### src/rtl/la_pkg.sv
// Shared logic-analyzer definitions: capture FSM state encoding and default
// probe width, also used by the FIFO-to-UART controller's debug decode.
package la_pkg;

  localparam int LA_DATA_WIDTH = 3;

  localparam logic [1:0] LA_ST_DISABLED = 2'b00;
  localparam logic [1:0] LA_ST_ARMED    = 2'b01;
  localparam logic [1:0] LA_ST_CAPTURE  = 2'b10;
  localparam logic [1:0] LA_ST_DONE     = 2'b11;

  typedef enum logic [1:0] {
    ST_DISABLED = LA_ST_DISABLED,
    ST_ARMED    = LA_ST_ARMED,
    ST_CAPTURE  = LA_ST_CAPTURE,
    ST_DONE     = LA_ST_DONE
  } la_state_e;

  function automatic logic [1:0] la_state_dbg(input la_state_e st);
    return st;
  endfunction

endpackage

### src/rtl/trigger_capture_block_probe_synchronizer.sv
// Multi-flop synchroniser for asynchronous probe pins; clears to zero on reset.
module probe_synchronizer #(
  parameter int WIDTH  = 3,
  parameter int STAGES = 2
) (
  input  logic             clk,
  input  logic             rst,
  input  logic [WIDTH-1:0] d,
  output logic [WIDTH-1:0] q
);

  logic [STAGES-1:0][WIDTH-1:0] sync_q, sync_d;

  // Stage 0 takes the pin, each later stage takes its predecessor.
  always_comb begin
    sync_d = {sync_q[STAGES-2:0], d};
  end

  always_ff @(posedge clk or posedge rst) begin
    if (rst) sync_q <= '0;
    else     sync_q <= sync_d;
  end

  assign q = sync_q[STAGES-1];

endmodule

### src/rtl/trigger_capture_block.sv
// Logic-analyzer capture front end: edge trigger on masked probes, then streams
// samples into the FIFO until full. Optional sample divider: CAPTURE_SAMPLE_DIV_EN.
module trigger_capture_block
  import la_pkg::*;
#(
  parameter int DATA_WIDTH  = LA_DATA_WIDTH,
  parameter int SYNC_STAGES = 2,
  parameter int DIV_WIDTH   = 16
) (
  input  logic                  clk,
  input  logic                  rst,
  input  logic                  Syncrst,
  input  logic [DATA_WIDTH-1:0] Mask,
  input  logic                  Trig_Falling,
  input  logic [DATA_WIDTH-1:0] probe_in,
`ifdef CAPTURE_SAMPLE_DIV_EN
  input  logic [DIV_WIDTH-1:0]  Div_Value,
`endif
  input  logic                  FIFO_wrfull,
  output logic                  FIFO_wrreq,
  output logic [DATA_WIDTH-1:0] FIFO_data,
  output logic                  triggered,
  output logic [1:0]            state_debug
);

  logic [DATA_WIDTH-1:0] s;
  logic [DATA_WIDTH-1:0] s_dly_q, s_dly_d;
  logic [DATA_WIDTH-1:0] edge_vec;
  logic                  trig_hit;
  logic                  tick;

  la_state_e             state_q, state_d;
  logic                  wr_q, wr_d;
  logic [DATA_WIDTH-1:0] data_q, data_d;
  logic                  trig_q, trig_d;

`ifdef CAPTURE_SAMPLE_DIV_EN
  logic [DIV_WIDTH-1:0]  cnt_q, cnt_d;
  logic [DIV_WIDTH-1:0]  div_lat_q, div_lat_d;
`endif

  probe_synchronizer #(
    .WIDTH  (DATA_WIDTH),
    .STAGES (SYNC_STAGES)
  ) u_sync (
    .clk (clk),
    .rst (rst),
    .d   (probe_in),
    .q   (s)
  );

  // Edge detect runs every cycle so history is valid the moment we arm.
  always_comb begin
    s_dly_d  = s;
    edge_vec = Trig_Falling ? (~s & s_dly_q) : (s & ~s_dly_q);
    trig_hit = (|(edge_vec & Mask)) || (Mask == '0);
  end

`ifdef CAPTURE_SAMPLE_DIV_EN
  assign tick = (cnt_q == div_lat_q);
`else
  assign tick = 1'b1;
`endif

  always_comb begin
    state_d = state_q;
    wr_d    = 1'b0;
    data_d  = data_q;
    trig_d  = trig_q;
`ifdef CAPTURE_SAMPLE_DIV_EN
    cnt_d     = cnt_q;
    div_lat_d = div_lat_q;
`endif
    // Disarm wins over any trigger or tick in the same cycle.
    if (Syncrst) begin
      state_d = ST_DISABLED;
      trig_d  = 1'b0;
    end else begin
      unique case (state_q)
        ST_DISABLED: state_d = ST_ARMED;
        ST_ARMED: begin
          if (trig_hit) begin
            state_d = ST_CAPTURE;
            wr_d    = 1'b1;
            data_d  = s;
            trig_d  = 1'b1;
`ifdef CAPTURE_SAMPLE_DIV_EN
            cnt_d     = '0;
            div_lat_d = Div_Value;
`endif
          end
        end
        ST_CAPTURE: begin
`ifdef CAPTURE_SAMPLE_DIV_EN
          cnt_d = tick ? '0 : cnt_q + DIV_WIDTH'(1);
`endif
          if (FIFO_wrfull) begin
            state_d = ST_DONE;
          end else if (tick) begin
            wr_d   = 1'b1;
            data_d = s;
          end
        end
        ST_DONE: state_d = ST_DONE;
        default: state_d = ST_DISABLED;
      endcase
    end
  end

  always_ff @(posedge clk or posedge rst) begin
    if (rst) begin
      state_q <= ST_DISABLED;
      wr_q    <= 1'b0;
      data_q  <= '0;
      trig_q  <= 1'b0;
      s_dly_q <= '0;
    end else begin
      state_q <= state_d;
      wr_q    <= wr_d;
      data_q  <= data_d;
      trig_q  <= trig_d;
      s_dly_q <= s_dly_d;
    end
  end

`ifdef CAPTURE_SAMPLE_DIV_EN
  always_ff @(posedge clk or posedge rst) begin
    if (rst) begin
      cnt_q     <= '0;
      div_lat_q <= '0;
    end else begin
      cnt_q     <= cnt_d;
      div_lat_q <= div_lat_d;
    end
  end
`endif

  // Gate with the live full flag so a write is never offered to a full FIFO.
  assign FIFO_wrreq  = wr_q & ~FIFO_wrfull;
  assign FIFO_data   = data_q;
  assign triggered   = trig_q;
  assign state_debug = la_state_dbg(state_q);

endmodule

### config.mk
export PLATFORM = sky130hd
export DESIGN_NAME = trigger_capture_block
export DESIGN_NICKNAME = d
export VERILOG_FILES = /design/src/rtl/la_pkg.sv /design/src/rtl/trigger_capture_block_probe_synchronizer.sv /design/src/rtl/trigger_capture_block.sv
export SDC_FILE = /design/constraint.sdc
export NUM_CORES = 1
export LEC_CHECK = 0
export ABC_AREA = 1
export CORE_UTILIZATION = 45
export DETAILED_ROUTE_END_ITERATION = 8
export PLACE_DENSITY = 0.84
export SKIP_CTS_REPAIR_TIMING = 1
export SLEW_MARGIN = 20
export SYNTH_ARGS = -nofsm -noshare
export SYNTH_HDL_FRONTEND = slang
export SYNTH_HIERARCHICAL = 1
export SYNTH_SLANG_ARGS = --single-unit
export TNS_END_PERCENT = 30
### constraint.sdc
create_clock -name clk -period 1.8 [get_ports clk]
set_input_delay 0.27 -clock clk [delete_from_list [all_inputs] [get_ports clk]]
set_output_delay 0.27 -clock clk [all_outputs]
set_load 0.02 [all_outputs]
After elaboration in Yosys (flattened, before gate mapping)
Index checks and enable logic that the tools add are counted.
{"block": "totals", "word_cells": 47, "regBits": 16, "inputBits": 11, "output_inout_bits": 7}
{"block": "classes", "reduce_logical": 10, "n_eq_ne": 7, "n_mux": 15, "bitwise": 8}
{"operator": "AND 3 bit", "n": 3}
{"operator": "2-to-1 mux 3 bit", "n": 3}
{"operator": "case mux 2 bit (4 select lines)", "n": 1}
{"operator": "2-to-1 mux 1 bit", "n": 6}
{"operator": "2-to-1 mux 2 bit", "n": 3}
{"operator": "!= test 3 bit, second input constant", "n": 2}
{"operator": "inverter 3 bit", "n": 2}
{"operator": "case mux 3 bit (2 select lines)", "n": 1}
{"operator": "nonzero test 2 bit", "n": 3}
{"operator": "== test 2 bit, second input constant", "n": 2}
{"operator": "!= test 2 bit, second input constant", "n": 2}
{"operator": "AND reduction 2 bit", "n": 2}
{"operator": "AND reduction 4 bit", "n": 1}
{"operator": "logical NOT 3 bit", "n": 1}
{"operator": "OR reduction 3 bit", "n": 1}
{"operator": "== test 2 x 1 -> 1 bit, second input constant", "n": 1}
{"operator": "logical NOT 2 bit", "n": 1}
{"operator": "inverter 1 bit", "n": 2}
{"operator": "case mux 1 bit (2 select lines)", "n": 1}
{"operator": "AND 1 bit", "n": 1}
{"operator": "logical OR 1 bit", "n": 1}

Logic depth before layout (Yosys ltp)
Gate-level depths: netlist of run 1.
{"block": "logic_depth", "ltp_word": 9, "ltp_mapped": 8}

Cells and area by module
Netlist of run 1, hierarchy kept.
{"module": "trigger_capture_block", "area_each_um2": 571.8, "instances": 1, "cells_per_inst": 68}
{"module": "probe_synchronizer", "area_each_um2": 153.9, "instances": 1, "cells_per_inst": 7}

Worst setup path after synthesis of run 1
OpenSTA, ideal clock, no wires.
{"block": "synth_path", "path_kind": "register -> register", "start": "register state_q[1], in the netlist state_debug[1]", "end": "register data_q[0], in the netlist FIFO_data[0]", "n_path_buf": 0, "setup_ns": 0.121, "arrival_time_ns": 1.268, "path_stages_with_launch": 8, "setup_slack_ns": 0.412, "synth_period_minus_slack_ns": 1.388, "cell_sequence": "dfrtp_1 inv_1 ha_1 nor2_1 a211oi_2 nand2_4 nand2_1 o21ai_1"}
{"block": "synth_between", "elab_chain_cells": 3, "word_cells_on_any_way": 7, "classes_between": "eq/ne (4); mux (1); reduce/logical (2)"}
{"element": "start: declaration", "line_no": "trigger_capture_block.sv:32", "text": "la_state_e state_q, state_d;"}
{"element": "start signal: assignment", "line_no": "trigger_capture_block.sv:118", "text": "state_q <= state_d;"}
{"element": "== test 2 x 1 -> 1 bit / == test 2 bit (equally long branches)", "line_no": "trigger_capture_block.sv:79", "text": "unique case (state_q)"}
{"element": "!= test 2 bit (no line) / nonzero test 2 bit (equally long branches)"}
{"element": "AND reduction 4 bit (no line)"}
{"element": "end signal: assignment", "line_no": "trigger_capture_block.sv:120", "text": "data_q <= data_d;"}
{"element": "end: declaration", "line_no": "trigger_capture_block.sv:34", "text": "logic [DATA_WIDTH-1:0] data_q, data_d;"}
Parallel ways exist; a longest one is shown, timed or not.
A chain may end at the register's enable or synchronous reset.

Final worst setup path of run 1
{"block": "layout_path", "start": "input FIFO_wrfull", "end": "output FIFO_wrreq"}
{"block": "layout_between", "elab_chain_cells": 2}
{"element": "start: declaration", "line_no": "trigger_capture_block.sv:19", "text": "input logic FIFO_wrfull,"}
{"element": "inverter 1 bit", "line_no": "trigger_capture_block.sv:139", "text": "assign FIFO_wrreq = wr_q & ~FIFO_wrfull;"}
{"element": "AND 1 bit", "line_no": "trigger_capture_block.sv:139"}
{"element": "end: declaration", "line_no": "trigger_capture_block.sv:20", "text": "output logic FIFO_wrreq,"}
No other way between the ends.

==> impl_metrics.csv, run 1 <==
group,metric,value,unit
timing,rsz0062_at_grt,"no",
worst_setup_path,worstPathMaxFanout,3,
logic_synthesis,synth.top_cell.area_share,55.2,%
final_layout,diodes,0,
run,maxCapViolations,0,
final_layout,n_fill_cell,135,
worst_setup_path,cpMaxStageDelayCell,"clkdlybuf4s50_1",
final_layout,utilization,62.3,%
logic_synthesis,synth_edf_count,0,
logic_synthesis,synth_top_cell_by_area,"dfrtp_1",
worst_setup_path,cp_data_arrival_time,1.43,ns
placement,gp_congestion,0.739,
global_routing,grt_pass1_vias,566,
placement,post-place-ws,0.0930,ns
worst_setup_path,critPathLaunchType,"primary input",
route,drc_errors,0,
final_layout,layout-drive-gt1-share,12.6,%
worst_setup_path,rrSetupSlack,0.40,ns
worst_setup_path,crit_type,"in -> out",
logic_synthesis,postSynthAreaPerCell,9.68,um2
placement,numPortBuffers,17,
pwr,power.leakage,0.464,nW
floorplan,chipWidth,42.2,um
timing,finalCriticalPeriod,1.70,ns
logic_synthesis,synth_mux_area_share,0,%
floorplan,die-area,1780,um2
route,via_per_inst,4.87,
worst_setup_path,cp-startpoint,"FIFO_wrfull",
global_routing,grt_max_degree,11,
logic_synthesis,synth_simple_gate_area_share,25.7,%
timing,fmax,0.588,GHz
timing,hold_viol,0,
timing,finClkSkew,0.00110,ns
floorplan,fp.coreArea,1510,um2
route,firstDrtPassIters,4,
logic_synthesis,synthCells,75,
outcome,status,"finished, final reports clean",
worst_setup_path,cp_cell_sequence,"clkdlybuf4s50_1 > nor2_1 > clkdlybuf4s50_1",
worst_setup_path,worst_r2r_startpoint,"state_debug[1]",
route,drtIter0Drc,7,
final_layout,nets,111,
timing,min_period_over_period,94.5,%
worst_setup_path,worstSetupEndpointType,"primary output",
cts,clk_latency,0.27,ns
route,wire_per_inst,10.7,um
logic_synthesis,synth_compound_area_share,6.21,%
timing,max_slew_margin,74.5,%
logic_synthesis,ys_warn_count,6,
pwr,max-vdd-ir-drop,590,uV
global_routing,antenna_found_initial,0,
min_path,hold_path_class,"in -> async",
cts,cts_root_buf,"clkbuf_4",
logic_synthesis,synth_common_cells,"18 x nand2_1, 16 x dfrtp_1, 14 x inv_1",
cts,htree_levels,1,
timing,setup_viol,0,
logic_synthesis,synthDistinctLibCells,15,
logic_synthesis,yosysMostFrequentCell,"nand2_1",
floorplan,pin_count,18,
logic_synthesis,synth_seq_area_share,55.2,%
logic_synthesis,ys_seq_elements,16,
global_routing,grtUsageTotal,17.0,%
worst_setup_path,r2r_cells,7,
worst_setup_path,cp.buffers_inverters,2,
route,routed_wl,1190,um
floorplan,die_y,42.2,um
logic_synthesis,syn-num-nets,89,
worst_setup_path,rr_endpoint,"FIFO_data[1]",
floorplan,num_rows,14,
cts,cts_tree,"yes",
logic_synthesis,synth_area,726,um2
pwr,power.density,1050,nW/um2
worst_setup_path,worstPathRequired,1.53,ns
worst_setup_path,crit_family,"buffers and inverters",
global_routing,grt_pass1_wl,2210,um
floorplan,start_util,48.2,%
cts,cts_sinks,16,
route,ant_nets,0,
final_layout,syn_to_final_growth,29.3,%
logic_synthesis,synth_top_family_by_area,"simple AND/OR/NAND/NOR gates",
placement,dp_hpwl,1010,um
logic_synthesis,synth_xor_area_share,0,%
cts,clk_pin_slew_worst_paths,0.08,ns
route,vias,541,
worst_setup_path,max_stage_delay,0.60,ns
timing,setup_ws,0.0996,ns
timing,final_max_slew_viol_count,0,
timing,setup_tns,0,ns
cts,cts_max_path_buffers,2,
logic_synthesis,ys.flop_type,"dfrtp_1",
worst_setup_path,cpMostUsedCell,"clkdlybuf4s50_1",
global_routing,grt-ovfl-total,0,
cts,cts_buffers,3,
logic_synthesis,async_reset_ff_share,100,%
logic_synthesis,synth_area_leaders,"dfrtp_1 55%, nand2_1 9.3%, inv_1 7.2%",
logic_synthesis,synthAdderAreaFrac,5.17,%
timing,worstMarginPinSlew,0.382,ns
-- report_power, final --
| part | internal, mW | switching [mW] |
|---|---|---|
| clock network | 0.0774 | 0.0965 |
| logic | 0.166 | 0.190 |
| registers | 0.419 | 0.0379 |
| total | 0.663 | 0.324 |
-- cell usage in the layout (no fill, tap or decap) --
cell and instances:
nand4_4 1, clkbuf_4 3, a211oi_2 1, o21bai_1 1
nand3_2 4, ha_1 3, nor2_1 4, dfrtp_1 16
clkdlybuf4s50_1 17, a21oi_1 2, nand2_1 18, nand2_4 1
o21ai_1 3, nand2_2 1, inv_1 14, inv_2 1
nand3_1 5
-- registers in the layout, indices dropped and copies added, names as in the netlist --
signal,count
FIFO_data,3
u_sync/q,3
u_sync/sync_d,3
wr_q,1
state_debug,2
triggered,1
s_dly_q,3
-- per-stage QoR --
stage          total power [mW]  hold slack [ns]  std cells  area (um2)
2_1_floorplan             0.669           0.0610         75         726
3_3_place_gp              0.812            0.333        108         916
3_5_place_dp              0.827            0.338        108         916
4_1_cts                    1.00            0.224        111         938
5_1_grt                    1.06            0.259        111         938
6_report                  0.987            0.221        111         938
-- layer usage --
| layer | GRT usage [%] | up-vias | part of all wire (%) |
|---|---|---|---|
| met3 | 3.88 | 2 | 4.5 |
| met5 | 0 | - | 0 |
| met2 | 31.3 | 13 | 52 |
| met1 | 18.4 | 254 | 42 |
| met4 | 7.50 | 0 | 1.4 |
| li1 | - | 272 | - |
-- cells by family (layout without fill, tap and decap cells) --
logic type / Yosys count / after routing
simple gates: 34 / 34
fa+ha+maj: 3 / 3
compound gates: 7 / 7
flops: 16 / 16
buf+inv: 15 / 35
-- cell type report --
class	instances	area (um2)	share of cell area [%]
inverter	15	56.3	6.00
tap	16	20.0	2.13
clock buffer	3	22.5	2.40
sequential	16	400	42.7
timing repair buffer	17	170	18.1
multi-input combinational	44	269	28.7
-- worst max path at each step --
stage                   end  cells past startpoint
3_5_place_dp     FIFO_wrreq                      3
6_report         FIFO_wrreq                      3
5_1_grt          FIFO_wrreq                      3
4_1_cts          FIFO_wrreq                      3
3_3_place_gp     FIFO_wrreq                      3
2_1_floorplan  FIFO_data[0]                      7
(Power assumes the default switching activity.)
==> run 2, diff against run 1 <==
- PLACE_DENSITY: 0.84 -> unset
- PLACE_DENSITY_LB_ADDON: unset -> 0.2
==> run 2 against run 1 <==
Net effect:
- clock skew rose by 0.0095 ns
- count of clock-buffer cells in the layout up 1
- sequential share of layout area decreased by 0.95 points
- global-route usage fell by 0.70 points
- total power up 6.2%
- critical path type unchanged
- wire length rose by 1.5%
==> impl_metrics.csv, run 2 (synthesized netlist as in run 1, its figures left out) <==
group,metric,value,unit
final_layout,diodes,0,
cts,clk_latency,0.28,ns
final_layout,final_cell_mix,"18 x nand2_1, 17 x clkdlybuf4s50_1, 16 x dfrtp_1",
timing,worstMarginPinSlew,0.410,ns
placement,dp_hpwl,924,um
pwr,power.leakage,0.476,nW
floorplan,die-area,1780,um2
final_layout,layout-drive-gt1-share,14.4,%
timing,final_max_slew_viol_count,0,
cts,cts_buffers,3,
min_path,hold_path_class,"in -> async",
final_layout,nets,112,
worst_setup_path,worstPathMaxFanout,2,
route,drc_errors,0,
worst_setup_path,crit_type,"in -> out",
floorplan,die_y,42.2,um
floorplan,num_rows,14,
pwr,max-vdd-ir-drop,657,uV
timing,setup_tns,0,ns
route,ant_nets,0,
final_layout,syn_to_final_growth,32.2,%
timing,finalCriticalPeriod,1.68,ns
pwr,power.density,1090,nW/um2
worst_setup_path,critPathLaunchType,"primary input",
final_layout,fin_cells,113,
cts,htree_levels,1,
global_routing,grt-ovfl-total,0,
global_routing,antenna_found_initial,0,
cts,cts_max_path_buffers,2,
cts,cts_root_buf,"clkbuf_4",
final_layout,utilization,63.7,%
floorplan,fp.coreArea,1510,um2
global_routing,grt_pass1_wl,2110,um
timing,min_period_over_period,93.2,%
global_routing,grt_pass1_vias,497,
timing,finClkSkew,0.0106,ns
placement,dpl.cell_count,109,
floorplan,chipWidth,42.2,um
placement,numPortBuffers,17,
worst_setup_path,cp_data_arrival_time,1.41,ns
placement,gp_congestion,0.815,
route,routed_wl,1210,um
global_routing,grt_max_degree,11,
global_routing,grtUsageTotal,16.3,%
cts,cts_tree,"yes",
route,drtIter0Drc,3,
run,maxCapViolations,0,
final_layout,layout_commonest_cell,"nand2_1",
timing,hold_viol,0,
timing,max_slew_margin,72.6,%
cts,cts_sinks,16,
timing,fmax,0.596,GHz
route,vias,532,
worst_setup_path,rrSetupSlack,0.38,ns
route,firstDrtPassIters,3,
route,via_per_inst,4.71,
worst_setup_path,worstSetupEndpointType,"primary output",
floorplan,pin_count,18,
timing,rsz0062_at_grt,"no",
floorplan,start_util,48.2,%
timing,setup_viol,0,
cts,clk_pin_slew_worst_paths,0.08,ns
route,wire_per_inst,10.7,um
outcome,status,"finished, final reports clean",
worst_setup_path,worstPathRequired,1.53,ns
run 2: cell count changes in the layout (fill, tap and decap cells not counted):
cell      delta
clkbuf_8     +1
buf_4        +1
run 2: critical path: stages:
cell and delay, ns:
clkdlybuf4s50_1 0.42, nor2_1 0.11, clkdlybuf4s50_1 0.60
run 2: worst paths after layout:
path,from,depth (start not counted),end
setup / recovery,FIFO_wrfull,3,FIFO_wrreq
hold / removal,rst,2,u_sync/q[2]
setup reg to reg,state_debug[1],7,FIFO_data[2]
hold reg to reg,u_sync/sync_d[3],0,u_sync/q[0]
max in group asynchronous,rst,2,state_debug[1]
min in group clk,u_sync/sync_d[3],0,u_sync/q[0]
run 2: through the flow:
step	instance area [um2]	power [mW]	setup slack, ns	hold slack (ns)
detailed placement	923	0.828	0.118	0.335
floorplan	726	0.669	0.412	0.0610
global placement	923	0.819	0.141	0.332
finish	960	1.05	0.123	0.219
CTS	960	1.06	0.115	0.216
global route	960	1.12	0.0843	0.233
run 2: layer usage:
metal | wire length, um | track usage (%) | share of wire [%]
met5 | 0 | 0 | 0
met4 | 12 | 5.63 | 0.99
met3 | 59 | 6.47 | 4.9
met2 | 516 | 24.7 | 43
met1 | 618 | 21.4 | 51
run 2: layout make-up:
| cell class | instances | area (um2) |
|---|---|---|
| clock buffer | 4 | 36.3 |
| fill | 126 | 547 |
| timing repair buffer | 18 | 178 |
| tap | 16 | 20.0 |
| multi-input combinational | 44 | 269 |
| inverter | 15 | 56.3 |
| sequential | 16 | 400 |
run 2: power by group:
| group | leakage [nW] | switching (mW) | internal [mW] |
|---|---|---|---|
| Sequential | 0.195 | 0.0366 | 0.419 |
| Clock | 0.0210 | 0.108 | 0.123 |
| Combinational | 0.261 | 0.193 | 0.168 |
| Total | 0.476 | 0.337 | 0.710 |
==> run 3, diff against run 2 <==
- REMOVE_ABC_BUFFERS: unset -> 1
- SKIP_CTS_REPAIR_TIMING: 1 -> unset
==> results of run 3 <==
No change in the layout: final DEF, timing and power equal those of run 2.
